<file path="config.mk">
export PLATFORM = sky130hd
export DESIGN_NAME = vx_alu_dot8
export DESIGN_NICKNAME = d
export VERILOG_FILES = /design/src/rtl/vx_alu_dot8.sv
export SDC_FILE = /design/constraint.sdc
export NUM_CORES = 2
export LEC_CHECK = 0
export CAP_MARGIN = 25
export CELL_PAD_IN_SITES_DETAIL_PLACEMENT = 0
export CELL_PAD_IN_SITES_GLOBAL_PLACEMENT = 1
export CORE_ASPECT_RATIO = 0.5
export CORE_MARGIN = 2
export CORE_UTILIZATION = 35
export DETAILED_ROUTE_END_ITERATION = 6
export PLACE_DENSITY = 0.71
export SYNTH_ARGS = -nofsm -noshare
export SYNTH_HDL_FRONTEND = slang
export SYNTH_SLANG_ARGS = --single-unit
</file>
<file path="constraint.sdc">
create_clock -name clk -period 22.9 [get_ports clk]
set_clock_uncertainty 0.15 [all_clocks]
set_input_delay 4.58 -clock clk [delete_from_list [all_inputs] [get_ports clk]]
set_output_delay 4.58 -clock clk [all_outputs]
set_load 0.03 [all_outputs]
</file>
<file path="src/rtl/vx_alu_dot8.sv">
// ---------------------------------------------------------------------------
// vx_alu_dot8
//   Per-lane signed int8 4-way dot product with a two-stage pipeline.
//   Each 32-bit lane operand holds four packed int8 values; the lane result is
//   sum(A[k]*B[k]) for k=0..3, sign-extended to 32 bits. Inactive lanes
//   (tmask bit 0) produce zero.
//
//   Stages:
//     S1 : four 16-bit signed products per lane, plus tag/tmask.
//     S2 : 18-bit signed sum, sign-extended, masked. This is the output register.
//
// Ports
//   clk, reset            : clock, synchronous active-high reset
//   in_valid / in_ready   : request handshake
//   in_tmask              : per-lane active mask
//   in_rs1_data           : lane operand A (NUM_LANES x DATAW)
//   in_rs2_data           : lane operand B (NUM_LANES x DATAW)
//   in_tag                : opaque metadata, passed through untouched
//   out_valid / out_ready : result handshake
//   out_tmask, out_data,
//   out_tag               : result of the oldest outstanding request
//
// Handshake: a transfer happens on a rising edge where valid && ready are both
// high. valid never waits on ready. in_ready is the pipeline enable
// (!out_valid || out_ready) and does not look at in_valid. While out_valid is
// high and out_ready is low, every stage register and output holds.
// ---------------------------------------------------------------------------
module vx_alu_dot8 #(
    parameter int NUM_LANES = 4,
    parameter int TAG_WIDTH = 64,
    parameter int DATAW     = 32
) (
    input  logic                       clk,
    input  logic                       reset,
    input  logic                       in_valid,
    output logic                       in_ready,
    input  logic [NUM_LANES-1:0]       in_tmask,
    input  logic [NUM_LANES*DATAW-1:0] in_rs1_data,
    input  logic [NUM_LANES*DATAW-1:0] in_rs2_data,
    input  logic [TAG_WIDTH-1:0]       in_tag,
    output logic                       out_valid,
    input  logic                       out_ready,
    output logic [NUM_LANES-1:0]       out_tmask,
    output logic [NUM_LANES*DATAW-1:0] out_data,
    output logic [TAG_WIDTH-1:0]       out_tag
);

    // Pipeline enable: both stages advance together.
    logic en;

    // S1 registers
    logic                 s1_valid;
    logic [15:0]          s1_prod [NUM_LANES][4];
    logic [NUM_LANES-1:0] s1_tmask;
    logic [TAG_WIDTH-1:0] s1_tag;

    // S2 registers (output)
    logic                       s2_valid;
    logic [NUM_LANES*DATAW-1:0] s2_data;
    logic [NUM_LANES-1:0]       s2_tmask;
    logic [TAG_WIDTH-1:0]       s2_tag;

    // Combinational stage inputs
    logic [15:0]                prod_d [NUM_LANES][4];
    logic [NUM_LANES*DATAW-1:0] sum_d;

    assign en       = !s2_valid || out_ready;
    assign in_ready = en;

    // Signed 8x8 -> 16 multiply, operands sign-extended explicitly so the
    // product is computed at full 16-bit width.
    always_comb begin
        for (int l = 0; l < NUM_LANES; l++) begin
            for (int k = 0; k < 4; k++) begin
                logic [7:0]  a8;
                logic [7:0]  b8;
                logic [15:0] a16;
                logic [15:0] b16;
                a8  = in_rs1_data[l*DATAW + 8*k +: 8];
                b8  = in_rs2_data[l*DATAW + 8*k +: 8];
                a16 = {{8{a8[7]}}, a8};
                b16 = {{8{b8[7]}}, b8};
                prod_d[l][k] = 16'($signed(a16) * $signed(b16));
            end
        end
    end

    // Four 16-bit products fit in 18 bits signed; no overflow is possible.
    // Masking is applied here so the output register holds the final value.
    always_comb begin
        sum_d = '0;
        for (int l = 0; l < NUM_LANES; l++) begin
            logic [17:0] acc;
            acc = '0;
            for (int k = 0; k < 4; k++) begin
                acc = acc + {{2{s1_prod[l][k][15]}}, s1_prod[l][k]};
            end
            if (s1_tmask[l]) begin
                sum_d[l*DATAW +: DATAW] = {{(DATAW-18){acc[17]}}, acc};
            end
        end
    end

    // Valid bits: the only reset state in the block.
    always_ff @(posedge clk) begin
        if (reset) begin
            s1_valid <= 1'b0;
            s2_valid <= 1'b0;
        end else if (en) begin
            s1_valid <= in_valid;
            s2_valid <= s1_valid;
        end
    end

    // Datapath/tag registers are not reset; they are don't-care while the
    // matching valid bit is low.
    always_ff @(posedge clk) begin
        if (en) begin
            s1_prod  <= prod_d;
            s1_tmask <= in_tmask;
            s1_tag   <= in_tag;
            s2_data  <= sum_d;
            s2_tmask <= s1_tmask;
            s2_tag   <= s1_tag;
        end
    end

    assign out_valid = s2_valid;
    assign out_data  = s2_data;
    assign out_tmask = s2_tmask;
    assign out_tag   = s2_tag;

endmodule

</file>
==> metrics.cfg <==
[floorplan]
core.rowCount = 107
die_area_um2 = 175000
die_w_um = 589
die_y_um = 296
boundaryPins = 526
initial_core_util_pct = 35.2
core-area_um2 = 170000

[clock_tree]
clock-sinks = 466
root_buffer = clkbuf_16
cts_buffer_depth = 3
htreeDepth = 2
insertion_delay_ns = 0.66
clkTransAtPathRegs_ns = 0.07
postCtsHoldBufs = 0
post_cts_buffers = 0
cts_tree = built
cts_made_buffers = 52
ctsResizeCount = 0

[timing]
finalCriticalPeriod_ns = 10.95
slew_headroom_pct = 32.6
finalCritPeriodShare_pct = 47.8
final_hold_viol_count = 0
worst_pin_slew_ns = 1.01
fin_ws_ns = 11.95
fin_hold_ws_ns = 0.257
setup_viol = 0
finalMaxSlewViolations = 0
setup_tns_ns = 0
fmax_ghz = 0.0913
rsz0062_at_grt = no

[pwr]
peakVddDrop_mv = 0.166
p_seq_share_pct = 16.7
switching_share_pct = 48.5
p_sw_mw = 5.23
pwr-share-comb_pct = 74.8
internal-power_mw = 5.57
fin_total_pwr_mw = 10.8
p_per_area_nw_per_um2 = 156
p_clk_share_pct = 8.5
p_leak_nw = 31.6

[placement]
portBuffers = 525
dp_hpwl_mm = 110
post-place-ws_ns = 11.87
gp_congestion = 0.818

[setup_path]
worst_ep_arrival_time_ns = 6.22
criticalPathCategory = in -> out
worstPathCellList = clkdlybuf4s50_1, nand2b_4, clkdlybuf4s50_1
end_kind = output pin
crit_required_ns = 18.17
critPathMaxFanout = 9
critical-path-max-stage-delay_ns = 0.90
cp_common_cell = clkdlybuf4s50_1
slowest_stage = clkdlybuf4s50_1
critPathLaunchType = input port

[min_path]
min_path_type = reg -> reg

[synthesis]
netlist_area_um2 = 59800
ys_seq_elements = 466
synth_flop_cell = edfxtp_1
synth_edf_count = 464
synth_cell_types = 65
postSynthCellCount = 5591
yosys.cell_count.top_type = inv_1
synth_top_area_share_pct = 33.9
yosysWarnings = 0
synth_common_cells = inv_1, fa_1, and2_1, ha_1, edfxtp_1
syn_area_per_cell_um2 = 10.7
synth_area_leaders = fa_1, edfxtp_1, ha_1
syn_nets = 7463
ys_seq_area_share_pct = 23.3
yosys.area.top_type = fa_1
synth-async-reset-ratio_pct = 0

[global_routing]
overflow = 0
grt_max_degree = 134
antenna_found_initial = 27
grt_pass1_vias = 40600
track_usage_pct = 15.7
grt_pass1_wl_mm = 217

[routing]
dr.pass1.iters = 5
drc_errors = 0
detail-route-antenna-nets = 0
routed.top_layer = met5
met2_length_mm = 67.1
wl_met1_mm = 57.9
via_per_inst = 4.51
met3_length_mm = 4.57
wirelength_mm = 132
wl_per_cell_um = 15.6
dr_total_vias = 38200
drt_iter0_drc = 1536

[finish]
nets = 7984
fin_util_pct = 40.8
syn2layout_area_growth_pct = 16.0
fillers = 16600
layout-drive-gt1-share_pct = 2.01

[flow_run]
cap_violations = 0

[outcome]
status = completed

[power by group through the flow]
stage	clock [mW]	combinational (mW)	sequential, mW
floorplan	0	6.01	1.86
global placement	0	8.09	1.83
detailed placement	0	8.11	1.83
CTS	0.963	8.18	1.82
global route	0.993	9.20	1.84
finish	0.920	8.08	1.80
[through the flow]
| step | cell area, µm² | cells |
|---|---|---|
| 2_1_floorplan | 59800 | 5591 |
| 3_3_place_gp | 67600 | 8346 |
| 4_1_cts | 69400 | 8442 |
| 6_report | 69400 | 8458 |
| 3_5_place_dp | 67600 | 8346 |
| 5_1_grt | 69400 | 8456 |
[worst paths after layout]
kind	from	end	slack, ns	cells past startpoint
max	out_ready	in_ready	11.95	3
min	s1_tag[12]	out_tag[12]	0.26	0
max reg2reg	s1_prod[129]	out_data[49]	18.77	11
min reg2reg	s1_tag[12]	out_tag[12]	0.26	0
[worst max-delay path, delay by kind of cell]
family / cells / cell delay, ns
buf+inv: 2 / 1.35
simple gates: 1 / 0.25
[per-layer routing]
| layer | GRT usage (%) | up-vias |
|---|---|---|
| li1 | - | 18400 |
| met4 | 3.26 | 8 |
| met3 | 2.21 | 127 |
| met2 | 27.8 | 426 |
| met5 | 0 | - |
| met1 | 20.5 | 19200 |
[cell usage in the layout, fill, tap and decap left out, types with 9 or more instances in the layout]
| master | instances |
|---|---|
| inv_1 | 1329 |
| fa_1 | 1012 |
| and2_1 | 699 |
| ha_1 | 532 |
| clkdlybuf4s50_1 | 525 |
| edfxtp_1 | 464 |
| nand2_1 | 284 |
| xnor2_1 | 225 |
| a21oi_1 | 154 |
| nor2_1 | 141 |
| nor2b_1 | 132 |
| o21ai_0 | 93 |
| xor2_1 | 63 |
| clkbuf_16 | 53 |
| nand2b_1 | 34 |
| o21a_1 | 32 |
| a21o_1 | 31 |
| nand3_1 | 27 |
| o21bai_1 | 26 |
| nor3_1 | 25 |
| o211ai_1 | 19 |
| mux2_2 | 18 |
| a211oi_1 | 17 |
| o22ai_1 | 17 |
| diode_2 | 15 |
| a31oi_1 | 13 |
| or4_1 | 12 |
| nor3b_1 | 11 |
| o211a_1 | 9 |
[cell families (layout without fill, tap and decap cells)]
group / Yosys count / after routing / share of synthesized area [%]
fa+ha+maj: 1544 / 1544 / 45.0
mux: 26 / 26 / 0.472
buf+inv: 1394 / 1957 / 9.09
simple gates: 1402 / 1402 / 12.9
flops: 466 / 466 / 23.3
other cells: 0 / 15 / 0
xor+xnor: 288 / 288 / 4.21
compound gates: 471 / 471 / 5.03
[state kept, by name (all words and copies together) (netlist names)]
| register | count |
|---|---|
| s1_tag | 64 |
| s1_tmask | 4 |
| out_valid | 1 |
| out_tmask | 4 |
| out_data | 72 |
| s1_valid | 1 |
| out_tag | 64 |
| s1_prod | 256 |
[area by class of cell]
| type | instances | area, µm² | share of cell area, % |
|---|---|---|---|
| Clock inverter | 36 | 452 | 0.650 |
| Clock buffer | 60 | 1350 | 1.95 |
| Timing Repair Buffer | 532 | 5340 | 7.69 |
| Inverter | 1329 | 4990 | 7.18 |
| Tap cell | 2289 | 2860 | 4.12 |
| Sequential cell | 466 | 14000 | 20.1 |
| Multi-Input combinational cell | 3731 | 40400 | 58.2 |
| Antenna cell | 15 | 37.5 | 0.0540 |
Power figures use the tool's default switching activity.
